File: config.mk
export PLATFORM = sky130hd
export DESIGN_NAME = bsg_resource_occupancy_tracker
export DESIGN_NICKNAME = d
export VERILOG_FILES = /design/src/rtl/bsg_resource_occupancy_pkg.sv /design/src/rtl/bsg_resource_occupancy_slot.sv /design/src/rtl/bsg_resource_occupancy_tracker.sv
export SDC_FILE = /design/constraint.sdc
export NUM_CORES = 1
export LEC_CHECK = 0
export CORE_UTILIZATION = 45
export DETAILED_ROUTE_END_ITERATION = 6
export DONT_BUFFER_PORTS = 1
export GPL_TIMING_DRIVEN = 0
export PLACE_DENSITY = 0.69
export SETUP_SLACK_MARGIN = 0.1
export SYNTH_ARGS = -nofsm -noshare
export SYNTH_HDL_FRONTEND = slang
export SYNTH_HIERARCHICAL = 1
export SYNTH_SLANG_ARGS = --single-unit
File: constraint.sdc
create_clock -name clk_i -period 3.6 [get_ports clk_i]
set_input_delay 1.08 -clock clk_i [delete_from_list [all_inputs] [get_ports clk_i]]
set_output_delay 1.08 -clock clk_i [all_outputs]
set_load 0.01 [all_outputs]
File: src/rtl/bsg_resource_occupancy_pkg.sv
// Shared definitions for the resource occupancy tracker: the per-slot state
// encoding and the latency value that means "hold until explicit release".
package bsg_resource_occupancy_pkg;

  typedef enum logic [1:0] {
    e_occ_idle  = 2'd0,
    e_occ_timed = 2'd1,
    e_occ_held  = 2'd2
  } occ_state_e;

  // An issue latency of this value parks the slot in HELD instead of timing out.
  localparam int unsigned occ_held_lat_lp = 0;

endpackage

File: src/rtl/bsg_resource_occupancy_slot.sv
// One occupancy slot: IDLE / TIMED / HELD state machine plus countdown.
// avail_o is a flop output so the scheduler never sees a combinational path
// from issue or release back into its availability inputs.
module bsg_resource_occupancy_slot
  import bsg_resource_occupancy_pkg::*;
#(
  parameter int lat_width_p = 4
) (
  input  logic                   clk_i,
  input  logic                   reset_i,
  input  logic                   issue_v_i,
  input  logic [lat_width_p-1:0] lat_i,
  input  logic                   release_i,
  output logic                   avail_o
);

  occ_state_e             r_state;
  logic [lat_width_p-1:0] r_cnt;
  logic                   r_avail;

  // Slot FSM: issue beats release; a timed slot frees itself when cnt reaches 1.
  always_ff @(posedge clk_i) begin
    if (reset_i) begin
      r_state <= e_occ_idle;
      r_cnt   <= '0;
      r_avail <= 1'b1;
    end else if (issue_v_i) begin
      r_avail <= 1'b0;
      if (lat_i == lat_width_p'(occ_held_lat_lp)) begin
        r_state <= e_occ_held;
        r_cnt   <= '0;
      end else begin
        r_state <= e_occ_timed;
        r_cnt   <= lat_i;
      end
    end else if (release_i) begin
      r_state <= e_occ_idle;
      r_cnt   <= '0;
      r_avail <= 1'b1;
    end else if (r_state == e_occ_timed) begin
      if (r_cnt == lat_width_p'(1)) begin
        r_state <= e_occ_idle;
        r_cnt   <= '0;
        r_avail <= 1'b1;
      end else begin
        r_cnt <= r_cnt - lat_width_p'(1);
      end
    end
  end

  assign avail_o = r_avail;

`ifndef SYNTHESIS
  // Flag an issue that lands on a slot which is still occupied.
  always @(posedge clk_i) begin
    if (!reset_i && issue_v_i)
      assert (r_state == e_occ_idle) else $error("issue to busy slot");
  end
`endif

endmodule

File: src/rtl/bsg_resource_occupancy_tracker.sv
// Resource occupancy tracker: turns scheduler issues into per-resource slot
// availability bitmaps, freed by timeout or explicit release.
// Optional macro BSG_RESOURCE_OCCUPANCY_STATS_EN instantiates per-resource
// busy-cycle counters; without it stat_busy_cycles_o is tied to zero.
module bsg_resource_occupancy_tracker
  import bsg_resource_occupancy_pkg::*;
#(
  parameter  int resources_p    = 2,
  parameter  int max_dep_bits_p = 4,
  parameter  int lat_width_p    = 4,
  parameter  int stat_width_p   = 16,
  localparam int dep_width_lp   = (max_dep_bits_p > 1) ? $clog2(max_dep_bits_p) : 1
) (
  input  logic                                   clk_i,
  input  logic                                   reset_i,
  input  logic                                   issue_v_i,
  input  logic [resources_p*dep_width_lp-1:0]    issue_res_i,
  input  logic [resources_p*lat_width_p-1:0]     issue_lat_i,
  input  logic [resources_p*max_dep_bits_p-1:0]  release_i,
  output logic [resources_p*max_dep_bits_p-1:0]  avail_o,
  output logic                                   busy_any_o,
  output logic [resources_p*stat_width_p-1:0]    stat_busy_cycles_o,
  input  logic                                   stat_clear_i
);

  logic [resources_p*max_dep_bits_p-1:0] w_avail;
  logic [resources_p-1:0]                w_res_busy;

  for (genvar r = 0; r < resources_p; r++) begin : g_res
    logic [dep_width_lp-1:0] w_idx;
    logic [lat_width_p-1:0]  w_lat;

    assign w_idx = issue_res_i[r*dep_width_lp +: dep_width_lp];
    assign w_lat = issue_lat_i[r*lat_width_p +: lat_width_p];

    for (genvar d = 0; d < max_dep_bits_p; d++) begin : g_slot
      logic w_issue;
      // Only the slot selected by this resource's index sees the issue.
      assign w_issue = issue_v_i & (w_idx == dep_width_lp'(d));

      bsg_resource_occupancy_slot #(
        .lat_width_p (lat_width_p)
      ) u_slot (
        .clk_i     (clk_i),
        .reset_i   (reset_i),
        .issue_v_i (w_issue),
        .lat_i     (w_lat),
        .release_i (release_i[r*max_dep_bits_p + d]),
        .avail_o   (w_avail[r*max_dep_bits_p + d])
      );
    end

    assign w_res_busy[r] = ~(&w_avail[r*max_dep_bits_p +: max_dep_bits_p]);
  end

  assign avail_o    = w_avail;
  assign busy_any_o = |w_res_busy;

`ifdef BSG_RESOURCE_OCCUPANCY_STATS_EN
  for (genvar r = 0; r < resources_p; r++) begin : g_stat
    logic [stat_width_p-1:0] r_cnt;

    // Count cycles in which this resource has any occupied slot; clear wins, saturate at max.
    always_ff @(posedge clk_i) begin
      if (reset_i || stat_clear_i) begin
        r_cnt <= '0;
      end else if (w_res_busy[r] && !(&r_cnt)) begin
        r_cnt <= r_cnt + stat_width_p'(1);
      end
    end

    assign stat_busy_cycles_o[r*stat_width_p +: stat_width_p] = r_cnt;
  end
`else
  logic w_unused_stat_clear;
  assign w_unused_stat_clear = stat_clear_i;
  assign stat_busy_cycles_o  = '0;
`endif

endmodule

-- Word-level counts from Yosys, hierarchy flattened
Index checks and enable logic that the tools add are counted.
- output and inout port bits: 41
- logic and storage cells: 195
- register bits after elaboration: 56
- bits of input ports: 24
- add/sub/neg operators: 8
- bitwise logic cells: 10
- multiplexer cells: 100
- eq/ne operators: 22
- reductions and logical operators: 31
- operator list (kind ; number):
    $mux 4 ; 34
    $mux 2 ; 34
    $reduce_bool 3->1 ; 16
    $eq 4x1->1 const B ; 8
    $mux 1 ; 32
    $sub 4x1->4 const B ; 8
    $eq 2x1->1 const B ; 10
    $reduce_and 2->1 ; 8
    $and 1x1->1 ; 8
    $eq 2x2->1 const B ; 4
    $logic_not 4->1 ; 2
    $reduce_and 4->1 ; 2
    $logic_not 2->1 ; 2
    $not 1->1 ; 2
    $reduce_or 2->1 ; 1

-- Logic depth before layout (Yosys ltp)
- word-level depth: 5
- depth in mapped cells: 6
- gate-level depth less buffers: 6

-- Modules after synthesis
Netlist, hierarchy kept.
- modules (own cells, without submodules) (module ; area an instance (um2) ; times used ; seq. area each (um2) ; cells each):
    bsg_resource_occupancy_slot at g_res[0].g_slot[2].u_slot ... ; 434.2 ; 6 ; 140.1 ; 47
    bsg_resource_occupancy_slot at g_res[0].g_slot[0].u_slot ... ; 377.9 ; 2 ; 140.1 ; 44
    bsg_resource_occupancy_tracker ; 332.8 ; 1 ; 0.0 ; 46

-- Worst setup path after synthesis
OpenSTA, ideal clock, no wires.
- path kind: input -> register
- start point: in issue_v_i
- end point: reg g_res[0].g_slot[3].u_slot.r_cnt[2]
- data required time: 3482 ps
- setup slack: 1633 ps
- arrival: 1849 ps
- cell stages on the path: 5
- buffers on the path: 1
- setup time: 118 ps
- cells stage by stage: and3_1 > buf_6 > a22o_4 > a21oi_2 > nor3_2
- longest elaborated chain between the ends: 2
- elaborated cells on any way between the ends: 3
- those cells by class: mux: 1; bitwise: 1; reduce/logical: 1
- ends and longest elaborated chain (item ; line ; source):
    start, declared ; bsg_resource_occupancy_tracker.sv:16 ; input logic issue_v_i,
    $and 1x1->1 * ; bsg_resource_occupancy_tracker.sv:39 ; assign w_issue = issue_v_i & (w_idx == dep_width_lp'(d));
    $reduce_bool 3->1 (no source line) / $mux 4 (equally long branches) ; - ;
    end signal, assigned ; bsg_resource_occupancy_slot.sv:34 ; r_cnt <= lat_i;
    end signal, assigned ; bsg_resource_occupancy_slot.sv:46 ; r_cnt <= r_cnt - lat_width_p'(1);
    end, declared ; bsg_resource_occupancy_slot.sv:18 ; logic [lat_width_p-1:0] r_cnt;
Mark *: on every way between the ends. The rest lies on a longest branch, timed or not.
A chain may end at the register's enable or synchronous reset.

-- Worst setup path in the final report
- start point: reg g_res[1].g_slot[0].u_slot.r_avail
- end point: out busy_any_o
- longest elaborated chain between the ends: 3
- ends and longest elaborated chain (item ; line ; source):
    start, declared ; bsg_resource_occupancy_slot.sv:19 ; logic r_avail;
    start signal, assigned ; bsg_resource_occupancy_slot.sv:26 ; r_avail <= 1'b1;
    start signal, assigned ; bsg_resource_occupancy_slot.sv:28 ; r_avail <= 1'b0;
    start signal, assigned ; bsg_resource_occupancy_slot.sv:39 ; r_avail <= 1'b1;
    $reduce_and 4->1 ; bsg_resource_occupancy_tracker.sv:53 ; assign w_res_busy[r] = ~(&w_avail[r*max_dep_bits_p +: max_dep_bits_p]);
    $not 1->1 ; bsg_resource_occupancy_tracker.sv:53 ;
    $reduce_or 2->1 ; bsg_resource_occupancy_tracker.sv:57 ; assign busy_any_o = |w_res_busy;
    end, declared ; bsg_resource_occupancy_tracker.sv:21 ; output logic busy_any_o,
No other way between the ends.

==> flow_summary.ini <==
[status]
outcome = finished clean

[global_route]
first_global_vias = 2852
grt.total_usage_pct = 18.46
maximum_number_of_pins_on_one_net_before_global_route_repair = 65
grt_antenna_before_repair = 0
gr-total-overflow = 0
global_route_wire_length_before_repair_mm = 12.88

[critical_path]
timing.setup.critical_path_class = reg2out
timing.critical_path.from_type = flip-flop
cp_data_arrival_time_ns = 1.23
cp.required_ns = 2.52
r2r.worst_path.cells = 5
critical_path.endpoint_type = primary output
critical_path.max_fanout = 3

[floorplanning]
starting_utilization_of_the_core_area_pct = 47.07
io-pin-count = 65
floorplan.core_area_mm2 = 0.007848
fp.dieArea_mm2 = 0.008574
die_h_um = 92.60
row_count = 32
fp.dieW_um = 92.60

[logic_synthesis]
synth_flop_cell = sky130_fd_sc_hd__dfxtp_1
synth_sequential_area_ratio_pct = 30.35
synthesis.instances = 416
synthesis.yosys.warnings = 6
post_synth_edffs = 0
synth_top_cell_by_area = sky130_fd_sc_hd__dfxtp_1
synth.distinct_cells = 44
synth-seq-cells = 56
synth_top_cells_by_area = sky130_fd_sc_hd__dfxtp_1 (30%), sky130_fd_sc_hd__buf_4 (6.5%), sky130_fd_sc_hd__ha_1 (5.4%)
synth_top_area_share_pct = 30.35
synth.cell_area_mm2 = 0.003694
synth.avg_cell_area_um2 = 8.879
async_flop_share_pct = 0

[pwr]
power.switching_mw = 0.3850
power.internal_mw = 0.9364
swShare_pct = 29.14
power_frac_comb_pct = 21.9
total_leakage_power_nw = 1.538
pwr-share-clk_pct = 26.7
max_vdd_drop_mv = 0.1723
pwr-share-seq_pct = 51.5
power_density_mw_per_mm2 = 328.2

[timing]
setup_viol = 0
fin_crit_ns = 2.311
final_min_period_over_clock_period_pct = 64.20
report.final.hold_viol_count = 0
final-max-slew-violation-count = 0
rsz0062_at_grt = no
final.setup.tns_ns = 0
fin_worst_skew_ns = 0.01058
upper_clock_frequency_limit_mhz = 432.7

[finish]
fin_nets = 494
proportion_of_layout_cells_with_a_drive_suffix_above_1_pct = 21.76
finish.utilization_pct = 51.31
insertedDiodeCount = 0
multi_input_comb_area_mm2 = 0.002291
final_area_mm2 = 0.004026
highest_count_cells_in_the_layout_ignoring_fill_and_taps = sky130_fd_sc_hd__dfxtp_1 (56), sky130_fd_sc_hd__nand2_1 (38), sky130_fd_sc_hd__buf_4 (32), sky130_fd_sc_hd__conb_1 (32), sky130_fd_sc_hd__a21oi_1 (26)
flow.area_growth_from_synthesis_pct = 9.011
most_common_cell_after_layout_fill_and_taps_aside = sky130_fd_sc_hd__dfxtp_1
final.fill_count = 757
seq_area_mm2 = 0.001121

[route]
final_antenna_net_count = 0
via_count = 2971
avgViaCountPerCell = 5.334
drc_errors = 0
initialDrtViolationCount = 112
totalWireLength_mm = 7.507
avgRoutedWirePerCell_um = 13.48
drt_pre_antenna_iters = 4

[clock_network]
hold_buffers = 0
cts.repair.resized = 0
clock_tree_from_tritoncts = yes
post_cts_setup_inserts = 0
cts_made_buffers = 5
cts.path.max_buffers = 2
cts-htree-levels = 2
clock_tree.root_cell = sky130_fd_sc_hd__clkbuf_8
clock_sink_count = 56
clock_latency_ns = 0.32
clkSlewWorstSetupHoldPaths_ns = 0.11

[hold_path]
worst_hold_path_type = reg2reg
holdPathStages = 2

[place]
io_buffers = 0
placed_cell_area_mm2 = 0.003938
place.gp.congestion = 0.7895
half_perimeter_wire_length_of_the_detailed_placement_result_mm = 5.336

[job]
max-cap-violations = 0
[worst paths after layout]
path,start,end,slack (ns)
max,g_res[1].g_slot[0].u_slot/avail_o$_SDFFE_PP1P_,busy_any_o,1.29
min,g_res[1].g_slot[0].u_slot/r_state[0]$_SDFFE_PP0P_,g_res[1].g_slot[0].u_slot/r_state[0]$_SDFFE_PP0P_,0.49
max reg2reg,g_res[1].g_slot[1].u_slot/r_cnt[0]$_SDFFE_PP0P_,g_res[1].g_slot[1].u_slot/r_cnt[2]$_SDFFE_PP0P_,2.30
min reg2reg,g_res[1].g_slot[0].u_slot/r_state[0]$_SDFFE_PP0P_,g_res[1].g_slot[0].u_slot/r_state[0]$_SDFFE_PP0P_,0.49
[metrics by stage]
| stage | hold WS, ns | std cells | worst slack (ns) | power [mW] |
|---|---|---|---|---|
| 2_1_floorplan | 0.4529 | 447 | 1.633 | 0.9415 |
| 3_3_place_gp | 0.4624 | 549 | 1.598 | 0.9723 |
| 3_5_place_dp | 0.4672 | 549 | 1.592 | 0.9811 |
| 4_1_cts | 0.4845 | 557 | 1.237 | 1.333 |
| 5_1_grt | 0.5175 | 557 | 1.204 | 1.399 |
| 6_report | 0.4862 | 557 | 1.289 | 1.321 |
[cell type report]
class	instances	area share (%)
Clock inverter	2	0.4040
Buffer	40	8.204
Sequential cell	56	27.84
Multi-Input combinational cell	333	56.90
Tap cell	102	3.170
Inverter	18	1.678
Clock buffer	6	1.802
[sequential cells by signal, summed over array words and instances (netlist names)]
signal / count
g_res.g_slot.u_slot/r_cnt: 32
g_res.g_slot.u_slot/r_state: 16
g_res.g_slot.u_slot/avail_o: 8
[cells in the mapped netlist (8+ instances only)]
master,instances
sky130_fd_sc_hd__inv_1,18
sky130_fd_sc_hd__o21bai_1,8
sky130_fd_sc_hd__nor2_1,22
sky130_fd_sc_hd__a22oi_1,8
sky130_fd_sc_hd__nor4_1,8
sky130_fd_sc_hd__buf_4,32
sky130_fd_sc_hd__nand2_1,38
sky130_fd_sc_hd__nor3b_1,8
sky130_fd_sc_hd__dfxtp_1,56
sky130_fd_sc_hd__nor3_1,14
sky130_fd_sc_hd__ha_1,16
sky130_fd_sc_hd__nand2b_1,12
sky130_fd_sc_hd__buf_6,8
sky130_fd_sc_hd__o211ai_1,8
sky130_fd_sc_hd__o22ai_1,10
sky130_fd_sc_hd__a31oi_1,12
sky130_fd_sc_hd__a21oi_1,26
sky130_fd_sc_hd__nand3b_1,8
[cells by family after synthesis]
logic type | after synthesis | synth area share, %
fa+ha+maj | 16 | 5.420
mux | 4 | 1.084
xor+xnor | 2 | 0.4743
buf+inv | 58 | 10.77
compound gates | 104 | 21.48
other cells | 1 | 0.1015
simple gates | 175 | 30.32
flops | 56 | 30.35
[per-layer routing]
metal | wire [um] | GRT usage (%)
met1 | 3457 | 22.69
met3 | 287 | 3.038
met5 | 0 | 0
met4 | 125 | 6.510
met2 | 3637 | 32.35
[power by group through the flow]
stage | Clock, mW | Combinational (mW) | Sequential [mW]
after floorplan | 0 | 0.255 | 0.687
after global placement | 0 | 0.280 | 0.693
after detailed placement | 0 | 0.287 | 0.694
after CTS | 0.365 | 0.288 | 0.680
after global routing | 0.393 | 0.321 | 0.685
final | 0.352 | 0.289 | 0.680
[worst max-delay path, stage by stage, from the launching register on]
cell,delay (ns)
sky130_fd_sc_hd__dfxtp_1,0.44
sky130_fd_sc_hd__nand4_1,0.15
sky130_fd_sc_hd__or2_1,0.32
Power figures use the tool's default switching activity.
